**src/rtl/qracc_stream_driver_pkg.sv**
```systemverilog
// qracc_stream_driver_pkg: state, segment-length types and helpers for the QRAcc stream driver.
package qracc_stream_driver_pkg;
    localparam int LEN_W = 32;

    typedef enum logic [2:0] {
        S_IDLE, S_WEIGHTS, S_ACTS, S_SCALERS, S_BIAS, S_WAIT, S_READ, S_DONE
    } stream_state_t;

    typedef struct packed {
        logic [LEN_W-1:0] weight;
        logic [LEN_W-1:0] act;
        logic [LEN_W-1:0] scaler;
        logic [LEN_W-1:0] bias;
        logic [LEN_W-1:0] out;
    } stream_lengths_t;

    function automatic logic [LEN_W-1:0] seg_len(input stream_state_t s, input stream_lengths_t l);
        return s == S_WEIGHTS ? l.weight :
               s == S_ACTS    ? l.act    :
               s == S_SCALERS ? l.scaler :
               s == S_BIAS    ? l.bias   :
               s == S_READ    ? l.out    : '0;
    endfunction

    function automatic logic is_write(input stream_state_t s);
        return s inside {S_WEIGHTS, S_ACTS, S_SCALERS, S_BIAS};
    endfunction
endpackage

```
**src/rtl/qracc_stream_driver_if.sv**
```systemverilog
// qracc_stream_driver_if: QRAcc data-port handshake between the stream driver and the accelerator.
interface qracc_stream_driver_if #(
    parameter int DATA_W = 32
);
    logic              bus_valid;
    logic              bus_wen;
    logic [DATA_W-1:0] bus_data_out;
    logic              bus_ready;
    logic [DATA_W-1:0] bus_rd_data;
    logic              bus_rd_data_valid;

    modport master(output bus_valid, bus_wen, bus_data_out,
                   input bus_ready, bus_rd_data, bus_rd_data_valid);
    modport slave(input bus_valid, bus_wen, bus_data_out,
                  output bus_ready, bus_rd_data, bus_rd_data_valid);
endinterface

```
**src/rtl/qracc_stream_prefetch_fifo.sv**
```systemverilog
// qracc_stream_prefetch_fifo: small synchronous FIFO holding prefetched source words.
module qracc_stream_prefetch_fifo #(
    parameter int DATA_W = 32,
    parameter int DEPTH  = 2
) (
    input  logic                       clk,
    input  logic                       nrst,
    input  logic                       clr,
    input  logic                       push,
    input  logic                       pop,
    input  logic [DATA_W-1:0]          din,
    output logic [DATA_W-1:0]          head,
    output logic                       full,
    output logic                       empty,
    output logic [$clog2(DEPTH+1)-1:0] count
);
    localparam int PW = $clog2(DEPTH);
    localparam int CW = $clog2(DEPTH + 1);

    logic [DATA_W-1:0] mem [DEPTH];
    logic [PW-1:0]     rd_ptr, wr_ptr;
    logic              do_push, do_pop;

    assign empty   = count == '0;
    assign full    = int'(count) == DEPTH;
    assign do_push = push && !full;
    assign do_pop  = pop && !empty;
    assign head    = mem[rd_ptr];

    always_ff @(posedge clk or negedge nrst)
        if (!nrst) begin
            for (int i = 0; i < DEPTH; i++) mem[i] <= '0;
            rd_ptr <= '0;
            wr_ptr <= '0;
            count  <= '0;
        end else if (clr) begin
            rd_ptr <= '0;
            wr_ptr <= '0;
            count  <= '0;
        end else begin
            if (do_push) begin
                mem[wr_ptr] <= din;
                wr_ptr      <= wr_ptr == PW'(DEPTH - 1) ? '0 : wr_ptr + 1'b1;
            end
            if (do_pop) rd_ptr <= rd_ptr == PW'(DEPTH - 1) ? '0 : rd_ptr + 1'b1;
            count <= count + CW'(do_push) - CW'(do_pop);
        end
endmodule

```
**src/rtl/qracc_stream_driver.sv**
```systemverilog
// qracc_stream_driver: streams one layer's segments from a source SRAM into the QRAcc data port and
// drains the output fmap into a sink SRAM; define QRACC_STREAM_PERF_EN for stall/busy cycle counters.
module qracc_stream_driver
    import qracc_stream_driver_pkg::*;
#(
    parameter int DATA_W     = 32,
    parameter int SRC_AW     = 12,
    parameter int CNT_W      = 16,
    parameter int FIFO_DEPTH = 2
) (
    input  logic              clk,
    input  logic              nrst,
    input  logic              start,
    input  logic              clear,
    input  logic [CNT_W-1:0]  n_weight_words,
    input  logic [CNT_W-1:0]  n_act_words,
    input  logic [CNT_W-1:0]  n_scaler_words,
    input  logic [CNT_W-1:0]  n_bias_words,
    input  logic [CNT_W-1:0]  n_out_words,
    input  logic [SRC_AW-1:0] src_base,
    input  logic [SRC_AW-1:0] sink_base,
    output logic              src_rd_en,
    output logic [SRC_AW-1:0] src_addr,
    input  logic [DATA_W-1:0] src_rd_data,
    output logic              sink_wr_en,
    output logic [SRC_AW-1:0] sink_addr,
    output logic [DATA_W-1:0] sink_wr_data,
    qracc_stream_driver_if.master bus,
    output logic              busy,
    output logic              done,
    output logic [2:0]        seg_o
`ifdef QRACC_STREAM_PERF_EN
    ,
    output logic [31:0]       perf_stall_cycles,
    output logic [31:0]       perf_total_cycles
`endif
);
    stream_state_t   state;
    stream_lengths_t lens;
    logic [CNT_W-1:0]  cnt, fetched;
    logic [SRC_AW-1:0] sink_base_r;
    logic              inflight;
    logic [DATA_W-1:0] f_head;
    logic              f_full, f_empty;
    logic [$clog2(FIFO_DEPTH+1)-1:0] f_count;
    logic [LEN_W-1:0]  len;
    logic              wr_seg, xfer, rd_word, seg_end;

    assign wr_seg  = is_write(state);
    assign len     = seg_len(state, lens);
    assign xfer    = wr_seg && !f_empty && bus.bus_ready;
    assign rd_word = state == S_READ && bus.bus_rd_data_valid;
    assign seg_end = (wr_seg || state == S_READ) &&
                     (LEN_W'(cnt) == len || ((xfer || rd_word) && LEN_W'(cnt) + 1 == len));

    // A word popped this cycle frees its slot, which keeps a depth-2 FIFO streaming at 1 word/cycle.
    assign src_rd_en = wr_seg && !clear && LEN_W'(fetched) < len && (!f_full || xfer) &&
                       int'(f_count) + int'(inflight) - int'(xfer) < FIFO_DEPTH;

    assign bus.bus_valid    = wr_seg ? !f_empty : state == S_READ;
    assign bus.bus_wen      = wr_seg;
    assign bus.bus_data_out = f_head;
    assign sink_wr_en       = rd_word;
    assign sink_addr        = sink_base_r + SRC_AW'(cnt);
    assign sink_wr_data     = rd_word ? bus.bus_rd_data : '0;
    assign busy             = state != S_IDLE;
    assign done             = state == S_DONE;
    assign seg_o            = state;

    qracc_stream_prefetch_fifo #(.DATA_W(DATA_W), .DEPTH(FIFO_DEPTH)) u_fifo (
        .clk(clk), .nrst(nrst), .clr(clear), .push(inflight), .pop(xfer), .din(src_rd_data),
        .head(f_head), .full(f_full), .empty(f_empty), .count(f_count)
    );

    always_ff @(posedge clk or negedge nrst)
        if (!nrst) begin
            state       <= S_IDLE;
            lens        <= '0;
            cnt         <= '0;
            fetched     <= '0;
            src_addr    <= '0;
            sink_base_r <= '0;
            inflight    <= 1'b0;
        end else if (clear) begin
            state    <= S_IDLE;
            cnt      <= '0;
            fetched  <= '0;
            inflight <= 1'b0;
        end else begin
            inflight <= src_rd_en;
            if (src_rd_en) begin
                src_addr <= src_addr + 1'b1;
                fetched  <= fetched + 1'b1;
            end
            if (xfer || rd_word) cnt <= cnt + 1'b1;
            if (state == S_IDLE && start) begin
                state       <= S_WEIGHTS;
                lens        <= '{weight: LEN_W'(n_weight_words), act: LEN_W'(n_act_words),
                                 scaler: LEN_W'(n_scaler_words), bias: LEN_W'(n_bias_words),
                                 out: LEN_W'(n_out_words)};
                src_addr    <= src_base;
                sink_base_r <= sink_base;
            end else if (state == S_WAIT && bus.bus_rd_data_valid) state <= S_READ;
            else if (state == S_DONE) state <= S_IDLE;
            else if (seg_end) begin
                state   <= stream_state_t'(state + 3'd1);
                cnt     <= '0;
                fetched <= '0;
            end
        end

`ifdef QRACC_STREAM_PERF_EN
    always_ff @(posedge clk or negedge nrst)
        if (!nrst) begin
            perf_stall_cycles <= '0;
            perf_total_cycles <= '0;
        end else if (clear || (state == S_IDLE && start)) begin
            perf_stall_cycles <= '0;
            perf_total_cycles <= '0;
        end else begin
            if (wr_seg && !f_empty && !bus.bus_ready && !(&perf_stall_cycles))
                perf_stall_cycles <= perf_stall_cycles + 1'b1;
            if (busy && !(&perf_total_cycles)) perf_total_cycles <= perf_total_cycles + 1'b1;
        end
`endif
endmodule
```
**src/flat_wrapper.sv**
```systemverilog
// flat-port wrapper written by rule: the top's interface ports become plain ports
module qracc_stream_driver_flat import qracc_stream_driver_pkg::*;
#(
    parameter int DATA_W     = 32,
    parameter int SRC_AW     = 12,
    parameter int CNT_W      = 16,
    parameter int FIFO_DEPTH = 2
)
  (clk, nrst, start, clear, n_weight_words, n_act_words, n_scaler_words, n_bias_words, n_out_words, src_base, sink_base, src_rd_en, src_addr, src_rd_data, sink_wr_en, sink_addr, sink_wr_data, busy, done, seg_o, bus_bus_valid, bus_bus_wen, bus_bus_data_out, bus_bus_ready, bus_bus_rd_data, bus_bus_rd_data_valid);
  qracc_stream_driver_if #(.DATA_W(DATA_W)) bus_i ();
  input  logic clk;
  input  logic nrst;
  input  logic start;
  input  logic clear;
  input  logic [CNT_W-1:0] n_weight_words;
  input  logic [CNT_W-1:0] n_act_words;
  input  logic [CNT_W-1:0] n_scaler_words;
  input  logic [CNT_W-1:0] n_bias_words;
  input  logic [CNT_W-1:0] n_out_words;
  input  logic [SRC_AW-1:0] src_base;
  input  logic [SRC_AW-1:0] sink_base;
  output logic src_rd_en;
  output logic [SRC_AW-1:0] src_addr;
  input  logic [DATA_W-1:0] src_rd_data;
  output logic sink_wr_en;
  output logic [SRC_AW-1:0] sink_addr;
  output logic [DATA_W-1:0] sink_wr_data;
  output logic busy;
  output logic done;
  output logic [2:0] seg_o;
  output wire logic [$bits(bus_i.bus_valid)-1:0] bus_bus_valid;
  output wire logic [$bits(bus_i.bus_wen)-1:0] bus_bus_wen;
  output wire logic [$bits(bus_i.bus_data_out)-1:0] bus_bus_data_out;
  input wire logic [$bits(bus_i.bus_ready)-1:0] bus_bus_ready;
  input wire logic [$bits(bus_i.bus_rd_data)-1:0] bus_bus_rd_data;
  input wire logic [$bits(bus_i.bus_rd_data_valid)-1:0] bus_bus_rd_data_valid;
  assign bus_bus_valid = bus_i.bus_valid;
  assign bus_bus_wen = bus_i.bus_wen;
  assign bus_bus_data_out = bus_i.bus_data_out;
  assign bus_i.bus_ready = bus_bus_ready;
  assign bus_i.bus_rd_data = bus_bus_rd_data;
  assign bus_i.bus_rd_data_valid = bus_bus_rd_data_valid;
  qracc_stream_driver #(.DATA_W(DATA_W), .SRC_AW(SRC_AW), .CNT_W(CNT_W), .FIFO_DEPTH(FIFO_DEPTH)) u_core (.clk(clk), .nrst(nrst), .start(start), .clear(clear), .n_weight_words(n_weight_words), .n_act_words(n_act_words), .n_scaler_words(n_scaler_words), .n_bias_words(n_bias_words), .n_out_words(n_out_words), .src_base(src_base), .sink_base(sink_base), .src_rd_en(src_rd_en), .src_addr(src_addr), .src_rd_data(src_rd_data), .sink_wr_en(sink_wr_en), .sink_addr(sink_addr), .sink_wr_data(sink_wr_data), .bus(bus_i), .busy(busy), .done(done), .seg_o(seg_o));
endmodule
```
**config.mk**
```make
export PLATFORM = sky130hd
export DESIGN_NAME = qracc_stream_driver_flat
export DESIGN_NICKNAME = d
export VERILOG_FILES = /design/src/rtl/qracc_stream_driver_pkg.sv /design/src/rtl/qracc_stream_driver_if.sv /design/src/rtl/qracc_stream_prefetch_fifo.sv /design/src/rtl/qracc_stream_driver.sv /design/src/flat_wrapper.sv
export SDC_FILE = /design/constraint.sdc
export NUM_CORES = 1
export LEC_CHECK = 0
export CAP_MARGIN = 20
export CORE_MARGIN = 4
export CORE_UTILIZATION = 35
export CTS_CLUSTER_DIAMETER = 30
export CTS_CLUSTER_SIZE = 25
export DETAILED_ROUTE_END_ITERATION = 10
export HOLD_SLACK_MARGIN = 0.05
export PLACE_DENSITY_LB_ADDON = 0.15
export SETUP_SLACK_MARGIN = 0.4
export SLEW_MARGIN = 20
export SYNTH_ARGS = -nofsm -noshare
export SYNTH_HDL_FRONTEND = slang
export SYNTH_HIERARCHICAL = 1
export SYNTH_SLANG_ARGS = --single-unit
```
**constraint.sdc**
```tcl
create_clock -name clk -period 5 [get_ports clk]
set_input_delay 0.75 -clock clk [delete_from_list [all_inputs] [get_ports clk]]
set_output_delay 0.75 -clock clk [all_outputs]
set_load 0.03 [all_outputs]
```
==> results.toml <==
[status]
status = "complete, no violations"

[yosys]
synth-edff-count = 0
ys_ff_latch = 208
synth_ff_type = "dfrtp_1"
synthArstFlopShare = 1.00
synth_nets = 1330
synthMuxAreaShare = 0.180
synth_adder_area_share = 0.0431
synthSimpleGateAreaFrac = 0.164
synth.avg_cell_area_um2 = 10.7
synth-xor-area-share = 0.0427
yosysUniqueCellTypes = 77
synth_top_family_by_area = "multiplexers"
seq_area_frac_synth = 0.435
synth_compound_area_frac = 0.0962
netlist_instances = 1116
synth_area_um2 = 12000
ys_warn_count = 6

[placement]
post_dp_cell_area_um2 = 15100
port-buffer-count = 270
hpwl_um = 26500
pre_cts_ws_ns = 0.665
place.gp.congestion = 0.928

[floorplanning]
dieArea_um2 = 37200
die_w_um = 193
core_area_um2 = 33600
die_h_um = 193
ioPinCount = 271
std_cell_rows = 67
start_util = 0.356

[finish]
final_nets = 1612
areaGrowthSynthToFinish_pct = 42.0
multi_input_area_um2 = 6400
drive_gt1_frac = 0.236
seqCellArea_um2 = 5210
finish.instance_area_um2 = 17000
utilization = 0.506
fillers = 3033

[global_route]
grt_pass1_wl_um = 55700
grt_use_total = 0.188
grt_max_degree = 91
grt_overflow = 0
grt_pass1_vias = 10067
antenna_found_initial = 1

[drt]
vias = 9736
postRouteAntennaNets = 0
avgViaCountPerCell = 5.15
drt_iter0_drc = 511
first_pass_iters = 5
post_drt_wl_per_cell_um = 19.0
wirelength_um = 36000
drc = 0

[critical_path]
critPathCapture = "src_rd_en"
regToRegSetupSlack_ns = 0.90
critPathRequiredTime_ns = 4.25
r2r-start = "u_core/seg_o[0]$_DFFE_PN0P_"
arrival_ns = 3.73
critPathKind = "flop to output port"
cp-end-kind = "output port"
startpoint_type = "flop"
path_max_fanout = 17
rr_worst_depth = 14
startpoint = "u_core/seg_o[0]$_DFFE_PN0P_"
r2r-end = "u_core/src_addr[7]$_DFFE_PN0P_"

[clock_network]
numClockSinks = 208
htree_levels = 2
clock_latency_ns = 0.59
root_buffer = "clkbuf_16"
cts_tree = "yes"
clk_path_buf_depth = 3
cts_made_buffers = 54
clk_pin_slew_worst_paths_ns = 0.04

[power_and_ir_drop]
p_leak_nw = 7.12
power.density_nw_per_um2 = 583
irDropWorstVdd_mv = 0.372

[timing]
final.min_clock_period_ns = 4.48
hold_viol = 0
fmax_mhz = 223
maxSlewHeadroom = 0.331
clock_skew_ns = 0.0812
holdWs_ns = 0.169
worst_pin_slew_ns = 1.00
setup_violations = 0
period_share = 0.896
tns_ns = 0
worst_slack_ns = 0.522
drv_slew = 0
rsz0062_at_grt = "true"

[run]
maxCapViolations = 0

[hold_path]
hold_path.class = "primary input to async pin"
## metal layers
metal  vias to the layer above  global-route usage  routed length (µm)
met1                      4681               0.250               15700
met4                         0              0.0588                 989
met5                         -                   0                   0
met2                       374               0.306               16500
li1                       4607                   -                   -
met3                        74              0.0452                2790
## worst max-delay path: stages (launching register included)
cell and delay (ns):
dfrtp_2 0.44, ha_1 0.25, ha_4 0.20, buf_6 0.15, and2_1 0.17, and2_1 0.19, a21oi_1 0.16, ha_1 0.27
a21o_1 0.16, a21o_1 0.17, a21o_1 0.21, a2111oi_4 0.31, o31a_1 0.32, buf_12 0.16
## logic make-up after synthesis
| family | count (synthesis) |
|---|---|
| and+or+nand+nor | 356 |
| DFF | 208 |
| muxes | 192 |
| AOI/OAI and AO/OA | 168 |
| buffers and inverters | 97 |
| xor gates and xnor gates | 55 |
| adders and majority gates | 40 |
## registers in the layout, indices dropped and copies added (netlist names)
register	cells
u_core/src_addr	12
u_core/inflight	1
u_core/sink_base_r	12
u_core/u_fifo/rd_ptr	1
u_core/lens	80
u_core/cnt	16
u_core/u_fifo/wr_ptr	1
u_core/u_fifo/count	2
u_core/fetched	16
u_core/seg_o	3
u_core/u_fifo/mem	64
## cells in the final DEF (no fill, tap or decap), types with 15 or more instances in the layout
cell and n:
clkdlybuf4s50_1 265, dfrtp_1 205, mux2_2 186, nor2_1 70, nand2_1 63, clkbuf_16 54, a21oi_1 44, and2_1 40
nand3_1 34, ha_1 34, xnor2_1 31, o21ai_0 30, inv_1 25, and3_1 23, nand3b_1 22, xor2_1 22
buf_4 19, clkinv_2 18, nand4_1 18, a21o_1 16, nor4_1 15
## synth_stat cells (3+ instances only)
cell type | number | area (µm²)
nand2_1 | 63 | 236
xor2_1 | 22 | 193
buf_2 | 21 | 105
o31a_1 | 4 | 35.0
xnor2_1 | 31 | 272
nor4bb_1 | 3 | 30.0
o31ai_1 | 8 | 60.1
nand4_1 | 18 | 113
inv_1 | 27 | 101
o22ai_1 | 6 | 37.5
ha_1 | 38 | 475
and2_1 | 40 | 250
nor2_1 | 71 | 267
a21oi_1 | 44 | 220
and4_1 | 9 | 78.8
a21boi_0 | 6 | 45.0
clkbuf_1 | 36 | 135
o211ai_1 | 4 | 30.0
a211oi_1 | 3 | 22.5
nor4_1 | 15 | 93.8
o21a_1 | 3 | 22.5
a21o_1 | 16 | 120
a31oi_1 | 11 | 68.8
or2_2 | 4 | 25.0
nor3_1 | 13 | 65.1
or3_1 | 4 | 25.0
mux2i_1 | 5 | 50.1
nand3_1 | 34 | 170
nor2b_1 | 10 | 62.6
nand3b_1 | 22 | 165
o21ai_0 | 30 | 150
a21oi_2 | 3 | 26.3
nand2b_1 | 7 | 43.8
and3_1 | 23 | 144
buf_6 | 9 | 101
dfrtp_1 | 208 | 5200
nor3b_1 | 3 | 22.5
nor4b_1 | 6 | 52.6
mux2_2 | 186 | 2090
## how the worst min path moves through the flow
stage                                 startpoint                                 to  slack (ns)  cells after the start
6_report                                    nrst  u_core/u_fifo/mem[10]$_DFFE_PN0P_        0.17                      1
3_5_place_dp   u_core/u_fifo/mem[38]$_DFFE_PN0P_  u_core/u_fifo/mem[38]$_DFFE_PN0P_        0.49                      1
5_1_grt                                     nrst  u_core/u_fifo/mem[10]$_DFFE_PN0P_        0.23                      1
2_1_floorplan                               nrst            u_core/cnt[0]$_DFF_PN0_        0.45                      0
4_1_cts                                     nrst  u_core/u_fifo/mem[10]$_DFFE_PN0P_        0.21                      1
3_3_place_gp   u_core/u_fifo/mem[38]$_DFFE_PN0P_  u_core/u_fifo/mem[38]$_DFFE_PN0P_        0.48                      1
## stage by stage
stage | total power [mW] | std cells
after detailed placement | 6.63 | 1787
after global routing | 10.5 | 1891
after global placement | 6.60 | 1787
final | 9.90 | 1891
after CTS | 9.95 | 1888
after floorplan | 5.23 | 1116
## where the power goes
group	switching [mW]	total (mW)	leakage, nW	internal [mW]
registers	0.465	2.82	2.59	2.36
logic	1.98	3.85	3.66	1.87
clock network	1.05	3.23	0.868	2.17
total	3.50	9.90	7.12	6.40
## cell type report
type / instances / share of cell area
flip-flops and latches: 208 / 0.307
inverters: 28 / 0.00618
clock buffers: 74 / 0.0898
clock inverters: 26 / 0.0141
well taps: 448 / 0.0330
repair buffers: 295 / 0.173
diodes: 1 / 0.000147
multi-input cells: 811 / 0.377
## repair_timing
item / 4_1_cts / 5_1_grt
endpoints found under the setup margin: 3 / 4
setup buffers: 1 / 2
pin swaps: 0 / 2
hold buffers: 0 / 0
resized for setup: 8 / 25
(Power assumes the default switching activity.)
